<file path="src/rtl/apb_delay_pkg.sv">
// Shared types and helpers for the fractional APB delay injector.
// State encoding and the saturating adder used by the delay accumulator.
package apb_delay_pkg;

    typedef enum logic [1:0] {
        IDLE  = 2'd0,
        WAIT  = 2'd1,
        DELAY = 2'd2,
        DONE  = 2'd3
    } apb_delay_state_e;

    // Widest accumulator the helper supports; instances zero-extend into it.
    localparam int ACC_MAX_W = 64;

    // Returns min(a + b, 2^w - 1); w must not exceed ACC_MAX_W.
    function automatic logic [ACC_MAX_W-1:0] sat_add(
        input logic [ACC_MAX_W-1:0] a,
        input logic [ACC_MAX_W-1:0] b,
        input int unsigned          w
    );
        logic [ACC_MAX_W:0] lim;
        logic [ACC_MAX_W:0] sum;
        lim = (ACC_MAX_W+1)'(1) << w;
        lim = lim - (ACC_MAX_W+1)'(1);
        sum = {1'b0, a} + {1'b0, b};
        return (sum > lim) ? lim[ACC_MAX_W-1:0] : sum[ACC_MAX_W-1:0];
    endfunction

endpackage

</file>
<file path="src/rtl/apb_delay_acc.sv">
// Fractional delay accumulator: adds RATIO_NUM per stalled slave cycle
// (saturating), subtracts RATIO_DEN per stretch cycle, reports acc >= RATIO_DEN.
module apb_delay_acc
    import apb_delay_pkg::*;
#(
    parameter int          ACC_W     = 64,
    parameter int unsigned RATIO_NUM = 507701,
    parameter int unsigned RATIO_DEN = 100000
) (
    input  logic clock,
    input  logic reset_n,
    input  logic inc,
    input  logic dec,
    input  logic clr,
    output logic ge_den
);

    localparam logic [ACC_W-1:0] NUM = ACC_W'(RATIO_NUM);
    localparam logic [ACC_W-1:0] DEN = ACC_W'(RATIO_DEN);

    logic [ACC_W-1:0]     acc;
    logic [ACC_MAX_W-1:0] acc_sum;

    assign acc_sum = sat_add(ACC_MAX_W'(acc), ACC_MAX_W'(NUM), ACC_W);
    assign ge_den  = (acc >= DEN);

    // The remainder left after a stretch carries into the next transaction.
    always_ff @(posedge clock or negedge reset_n) begin
        if (!reset_n) begin
            acc <= '0;
        end else if (clr) begin
            acc <= '0;
        end else if (inc) begin
            acc <= acc_sum[ACC_W-1:0];
        end else if (dec) begin
            acc <= acc - DEN;
        end
    end

endmodule

</file>
<file path="src/rtl/apb_delayer_frac.sv">
// APB delay injector: forwards a request to a slow slave, then stretches the
// observed wait time by RATIO_NUM/RATIO_DEN before returning a registered response.
module apb_delayer_frac
    import apb_delay_pkg::*;
#(
    parameter int          ADDR_W    = 32,
    parameter int          DATA_W    = 32,
    parameter int unsigned RATIO_NUM = 507701,
    parameter int unsigned RATIO_DEN = 100000,
    parameter int          ACC_W     = 64,
    parameter int unsigned TIMEOUT   = 4096
) (
    input  logic                  clock,
    input  logic                  reset_n,
    input  logic                  delay_en,
    input  logic [ADDR_W-1:0]     in_paddr,
    input  logic                  in_psel,
    input  logic                  in_penable,
    input  logic [2:0]            in_pprot,
    input  logic                  in_pwrite,
    input  logic [DATA_W-1:0]     in_pwdata,
    input  logic [DATA_W/8-1:0]   in_pstrb,
    output logic                  in_pready,
    output logic [DATA_W-1:0]     in_prdata,
    output logic                  in_pslverr,
    output logic [ADDR_W-1:0]     out_paddr,
    output logic                  out_psel,
    output logic                  out_penable,
    output logic [2:0]            out_pprot,
    output logic                  out_pwrite,
    output logic [DATA_W-1:0]     out_pwdata,
    output logic [DATA_W/8-1:0]   out_pstrb,
    input  logic                  out_pready,
    input  logic [DATA_W-1:0]     out_prdata,
    input  logic                  out_pslverr,
    output apb_delay_state_e      state
);

    // Handshake: the upstream sees in_pready for exactly one cycle (DONE);
    // the downstream sees out_psel only in IDLE (pass-through) and WAIT.
    localparam int TMO_W = (TIMEOUT > 1) ? $clog2(TIMEOUT) : 1;
    localparam logic [TMO_W-1:0] TMO_LAST = TMO_W'((TIMEOUT > 0) ? TIMEOUT - 1 : 0);

    logic             en_q;
    logic [TMO_W-1:0] tmo_cnt;
    logic             tmo_hit;
    logic             acc_inc;
    logic             acc_dec;
    logic             acc_clr;
    logic             ge_den;

    assign out_paddr  = in_paddr;
    assign out_pprot  = in_pprot;
    assign out_pwrite = in_pwrite;
    assign out_pwdata = in_pwdata;
    assign out_pstrb  = in_pstrb;

    // Gated by reset_n so an abort drops the downstream select immediately.
    assign out_psel    = reset_n && (((state == IDLE) && in_psel) || (state == WAIT));
    assign out_penable = in_penable && (state == WAIT);

    assign tmo_hit = (TIMEOUT != 0) && (tmo_cnt == TMO_LAST);
    assign acc_inc = (state == WAIT) && !out_pready && !tmo_hit && en_q;
    assign acc_clr = (state == WAIT) && !out_pready && tmo_hit && en_q;
    assign acc_dec = (state == DELAY) && ge_den;

    apb_delay_acc #(
        .ACC_W     (ACC_W),
        .RATIO_NUM (RATIO_NUM),
        .RATIO_DEN (RATIO_DEN)
    ) u_acc (
        .clock   (clock),
        .reset_n (reset_n),
        .inc     (acc_inc),
        .dec     (acc_dec),
        .clr     (acc_clr),
        .ge_den  (ge_den)
    );

    always_ff @(posedge clock or negedge reset_n) begin
        if (!reset_n) begin
            state      <= IDLE;
            en_q       <= 1'b0;
            tmo_cnt    <= '0;
            in_pready  <= 1'b0;
            in_prdata  <= '0;
            in_pslverr <= 1'b0;
        end else begin
            case (state)
                IDLE: begin
                    if (in_psel) begin
                        en_q    <= delay_en;
                        tmo_cnt <= '0;
                        state   <= WAIT;
                    end
                end
                WAIT: begin
                    if (out_pready) begin
                        in_prdata  <= out_prdata;
                        in_pslverr <= out_pslverr;
                        if (en_q) begin
                            state <= DELAY;
                        end else begin
                            state     <= DONE;
                            in_pready <= 1'b1;
                        end
                    end else if (tmo_hit) begin
                        in_prdata  <= '0;
                        in_pslverr <= 1'b1;
                        state      <= DONE;
                        in_pready  <= 1'b1;
                    end else begin
                        tmo_cnt <= tmo_cnt + 1'b1;
                    end
                end
                DELAY: begin
                    if (!ge_den) begin
                        state     <= DONE;
                        in_pready <= 1'b1;
                    end
                end
                DONE: begin
                    // Always return to IDLE so a held PSEL cannot re-trigger here.
                    state      <= IDLE;
                    in_pready  <= 1'b0;
                    in_prdata  <= '0;
                    in_pslverr <= 1'b0;
                end
                default: state <= IDLE;
            endcase
        end
    end

endmodule

</file>
<file path="config.mk">
export PLATFORM = sky130hd
export DESIGN_NAME = apb_delayer_frac
export DESIGN_NICKNAME = d
export VERILOG_FILES = /design/src/rtl/apb_delay_pkg.sv /design/src/rtl/apb_delay_acc.sv /design/src/rtl/apb_delayer_frac.sv
export SDC_FILE = /design/constraint.sdc
export NUM_CORES = 1
export LEC_CHECK = 0
export ABC_AREA = 1
export CAP_MARGIN = 10
export CORE_MARGIN = 4
export CORE_UTILIZATION = 45
export DETAILED_ROUTE_END_ITERATION = 12
export HOLD_SLACK_MARGIN = 0.15
export PLACE_DENSITY = 0.68
export SYNTH_ARGS = -nofsm -noshare
export SYNTH_HDL_FRONTEND = slang
export SYNTH_SLANG_ARGS = --single-unit
</file>
<file path="constraint.sdc">
create_clock -name clock -period 5.4 [get_ports clock]
set_input_delay 1.35 -clock clock [delete_from_list [all_inputs] [get_ports clock]]
set_output_delay 1.35 -clock clock [all_outputs]
set_load 0.01 [all_outputs]
</file>
### Word-level counts from Yosys, hierarchy flattened

Index checks and enable logic that the tools add are counted.

* add/subtract/negate cells: 3
* $lt $le $gt $ge: 2
* equality and inequality tests: 10
* multiplexer cells: 24
* reduce and logical (&&, ||, !) cells: 22

Operators by type and width (count)
* 2-to-1 mux 64 bit: 4
* adder 64 x 19 -> 65 bit (second input constant): 1
* > comparator 65 x 64 -> 1 bit (second input constant): 1
* greater-or-equal comparator 64 x 17 -> 1 bit (second input constant): 1
* 2-to-1 mux 32 bit: 2
* case mux 32 bit (2 select lines): 1
* subtractor 64 x 17 -> 64 bit (second input constant): 1
* 2-to-1 mux 12 bit: 3
* case mux 12 bit (2 select lines): 1
* adder 12 x 1 -> 12 bit (second input constant): 1
* == test 12 bit (second input constant): 1
* logical AND 1 bit: 9
* 2-to-1 mux 2 bit: 4
* inequality test 2 bit (second input constant): 4
* case mux 2 bit (4 select lines): 1
* AND reduction 4 bit: 2
* 2-to-1 mux 1 bit: 6
* inequality test 3 bit (second input constant): 2
* nonzero test 3 bit: 2
* == test 2 bit (second input constant): 2
* AND reduction 2 bit: 2
* nonzero test 2 bit: 2
* case mux 1 bit (3 select lines): 1
* AND reduction 3 bit: 1
* other kinds (5): 6

* flip-flop bits (word level): 113
* input bits: 111
* output and inout port bits: 110
* word-level logic and storage cells: 68

### Longest topological paths before layout

* depth after elaboration: 6
* depth in mapped cells: 21
* gate-level depth less buffers: 20

### Hierarchy

A second synthesis with hierarchy kept.

* cell total of the unflattened synthesis: 2100
* area total of the unflattened synthesis: 11658.7 um^2

By module, submodules not included
* apb_delay_acc: times used 1, cells an instance 1643, area each 8324.2 um^2
* apb_delayer_frac: times used 1, cells an instance 457, area each 3334.4 um^2

### Worst setup path after synthesis

Ideal clock, no wire load.

* path type: input -> output
* start: in in_psel
* end: out out_psel
* data arrival time: 1713 ps
* required time: 4050 ps
* setup slack: 2337 ps
* cell stages on the path: 2
* buffers on the path: 0
* path through: nand2_1 > a21boi_0

* cells in the longest elaborated chain, start to end: 3

Ends and longest elaborated chain
* start, declared: RTL line apb_delayer_frac.sv:17 `input logic in_psel,`
* logical AND 1 bit: RTL line apb_delayer_frac.sv:59 `assign out_psel = reset_n && (((state == IDLE) && in_psel) || (state == WAIT));`
* logical OR 1 bit: RTL line apb_delayer_frac.sv:59
* logical AND 1 bit: RTL line apb_delayer_frac.sv:59
* end, declared: RTL line apb_delayer_frac.sv:27 `output logic out_psel,`

No other way between the ends.

### Final worst setup path

Same ends and word-level chain as after synthesis.

==> results.json <==
{
  "leakagePower_nw": 5.611,
  "grt-busiest-layer": "met2",
  "synth-seq-area-share_pct": 25.91,
  "grt_pass1_vias": 11030,
  "synth-edff-count": 0,
  "grt_pass1_wl_mm": 60.55,
  "core_area_um2": 23680,
  "synthDominantCellAreaShare_pct": 25.91,
  "post_cts_resized": 0,
  "yosys.area.top_type": "dfrtp_1",
  "die-area_um2": 26800,
  "drc": 0,
  "max_stage_delay_ns": 0.57,
  "rows": 56,
  "critPathLaunch": "in_psel",
  "max-cap-violations": 0,
  "tightest_slew_ns": 1.047,
  "htree_levels": 4,
  "post_drt_wl_per_cell_um": 18.00,
  "hold_start": "tmo_cnt[7]",
  "irDropWorstVdd_mv": 0.2494,
  "cts-root-buf": "clkbuf_16",
  "ys_ff_latch": 113,
  "async_reset_ff_share_pct": 100.0,
  "yosysMostFrequentCell": "nand2_1",
  "finalCritPeriodShare_pct": 75.01,
  "ys_types": 43,
  "use_met1_pct": 39.88,
  "power_density_nw_per_um2": 522.7,
  "syn_area_um2": 10910,
  "antenna_found_initial": 0,
  "post_cts_buffers": 0,
  "hold_viol": 0,
  "finalSetupViolCount": 0,
  "drt_iter0_markers": 1278,
  "synth_fp_nets": 2013,
  "rsz0062_at_grt": "no",
  "syn_to_final_growth_pct": 7.923,
  "cp_cell_sequence": "clkdlybuf4s50_1 -> nand2_1 -> a21boi_0 -> clkdlybuf4s50_1",
  "grtUsageMet3_pct": 6.173,
  "timing.hold.ws_ns": 0.4933,
  "drv_slew": 0,
  "postRouteAntennaNets": 0,
  "routed_wl_mm": 39.01,
  "regToRegSetupSlack_ns": 1.52,
  "clockBufferDepth": 2,
  "post-route-util_pct": 49.73,
  "synthCells": 1891,
  "max_slew_margin_pct": 30.11,
  "fin_cells": 2167,
  "cts_hold_buf": 0,
  "ioPinCount": 221,
  "hold-path-endpoint": "tmo_cnt[7]",
  "clkTransAtPathRegs_ns": 0.06,
  "place_inst": 2134,
  "slowest_stage": "clkdlybuf4s50_1",
  "cts.sinks": 113,
  "r2r_start": "u_acc.acc[0]",
  "die_y_um": 163.7,
  "synth_ff_type": "dfrtp_1",
  "r2r_end": "u_acc.acc[38]",
  "nNetsFinal": 1957,
  "vias_per_cell": 5.505,
  "finalCriticalPeriod_ns": 4.050,
  "critical_path.max_fanout": 3,
  "num_vias": 11930,
  "whs_path_depth": 1,
  "dpl.hpwl_mm": 29.08,
  "critPathKind": "input pin to primary output",
  "path_common_cell": "clkdlybuf4s50_1",
  "synthTopCellsByCount": "585 x nand2_1, 250 x nor2_1, 223 x nand3_1, 206 x inv_1, 113 x dfrtp_1",
  "grt_use_total_pct": 28.89,
  "die_w_um": 163.7,
  "ys_warn_count": 0,
  "grt_use_met2_pct": 43.57,
  "crit_required_ns": 4.05,
  "fin_skew_ns": 0.01788,
  "cts_tree": "yes",
  "gp_congestion": 1.045,
  "power_mw": 6.156,
  "layout-drive-gt1-share_pct": 5.628,
  "clk_latency_ns": 0.43,
  "cts_buffers": 17,
  "reg2reg_depth": 15,
  "dr.pass1.iters": 6,
  "numPortBuffers": 76,
  "setup_tns_ns": 0,
  "cp-end-kind": "primary output",
  "start_kind": "input pin",
  "syn_avg_cell_area_um2": 5.770,
  "synth_area_leaders": "dfrtp_1 26%, nand2_1 20%, nand3_1 10%, nor2_1 8.6%, inv_1 7.1%",
  "cp.arrival_ns": 2.70,
  "insertedDiodeCount": 0,
  "clock.fmax_mhz": 246.9,
  "outcome": "finished clean",
  "grt-ovfl-total": 0,
  "hold_path.class": "register to register",
  "start_util_pct": 46.07,
  "grt_max_degree": 65
}
## cell usage in the layout, fill, tap and decap left out, types with 5 or more instances in the layout
| master | count |
|---|---|
| inv_2 | 27 |
| nand2_2 | 5 |
| clkdlybuf4s50_1 | 75 |
| nor4_1 | 6 |
| xor2_1 | 25 |
| ha_1 | 11 |
| dfrtp_1 | 113 |
| inv_1 | 206 |
| nand3_1 | 223 |
| nor3_1 | 40 |
| clkbuf_16 | 17 |
| nor2_1 | 249 |
| o21ai_1 | 5 |
| nand4_1 | 33 |
| buf_4 | 11 |
| nand2_1 | 584 |
| nor2_2 | 13 |
| a21oi_1 | 51 |
| inv_6 | 5 |
| o21ai_0 | 82 |
| a31oi_1 | 20 |
## metrics by stage
| stage | instance area, µm² | worst slack [ns] |
|---|---|---|
| floorplan | 10910 | 2.337 |
| global placement | 11220 | 1.433 |
| detailed placement | 11220 | 1.355 |
| CTS | 11760 | 1.347 |
| global route | 11780 | 1.264 |
| finish | 11780 | 1.350 |
## how the worst max path moves through the flow
stage	slack [ns]	depth (start not counted)	endpoint
after floorplan	2.34	2	out_psel
after global placement	1.43	4	out_psel
after detailed placement	1.35	4	out_psel
after CTS	1.35	4	out_psel
after global routing	1.26	4	out_psel
final	1.35	4	out_psel
## critical path, delay by kind of cell
family          cells  cell delay, ns
buf+inv             2            1.05
compound gates      1            0.19
simple gates        1            0.10
## layer usage
metal | routed length [µm] | share of wire, %
met2 | 16290 | 42
met3 | 3773 | 9.7
met1 | 17180 | 44
met5 | 0 | 0
met4 | 1762 | 4.5
## logic make-up after synthesis
family	share of synthesized area (%)
AND/OR/NAND/NOR	45.58
buffers and inverters	16.83
AO/OA/AOI/OAI	8.222
flip-flops	25.91
XOR/XNOR	2.087
adder cells (fa/ha/maj)	1.261
multiplexers	0.1032
## state kept, by name (all words and copies together), names as in the netlist
register and count:
en_q 1, in_prdata 32, in_pready 1, in_pslverr 1
state 2, tmo_cnt 12, u_acc.acc 64
## cell type report
cell class,count,area (µm²)
clock buffer,19,442.9
clock inverter,13,102.6
timing repair buffer,87,848.3
inverter,235,882.1
fill,2624,11910
tap,319,399.1
sequential,113,2828
multi-input combinational,1381,6274
## power breakdown
part           switching [mW]  total (mW)  internal (mW)
registers               0.550        1.71           1.16
clock network           0.494        1.10          0.607
logic                    2.25        3.35           1.10
(Power assumes the default switching activity.)
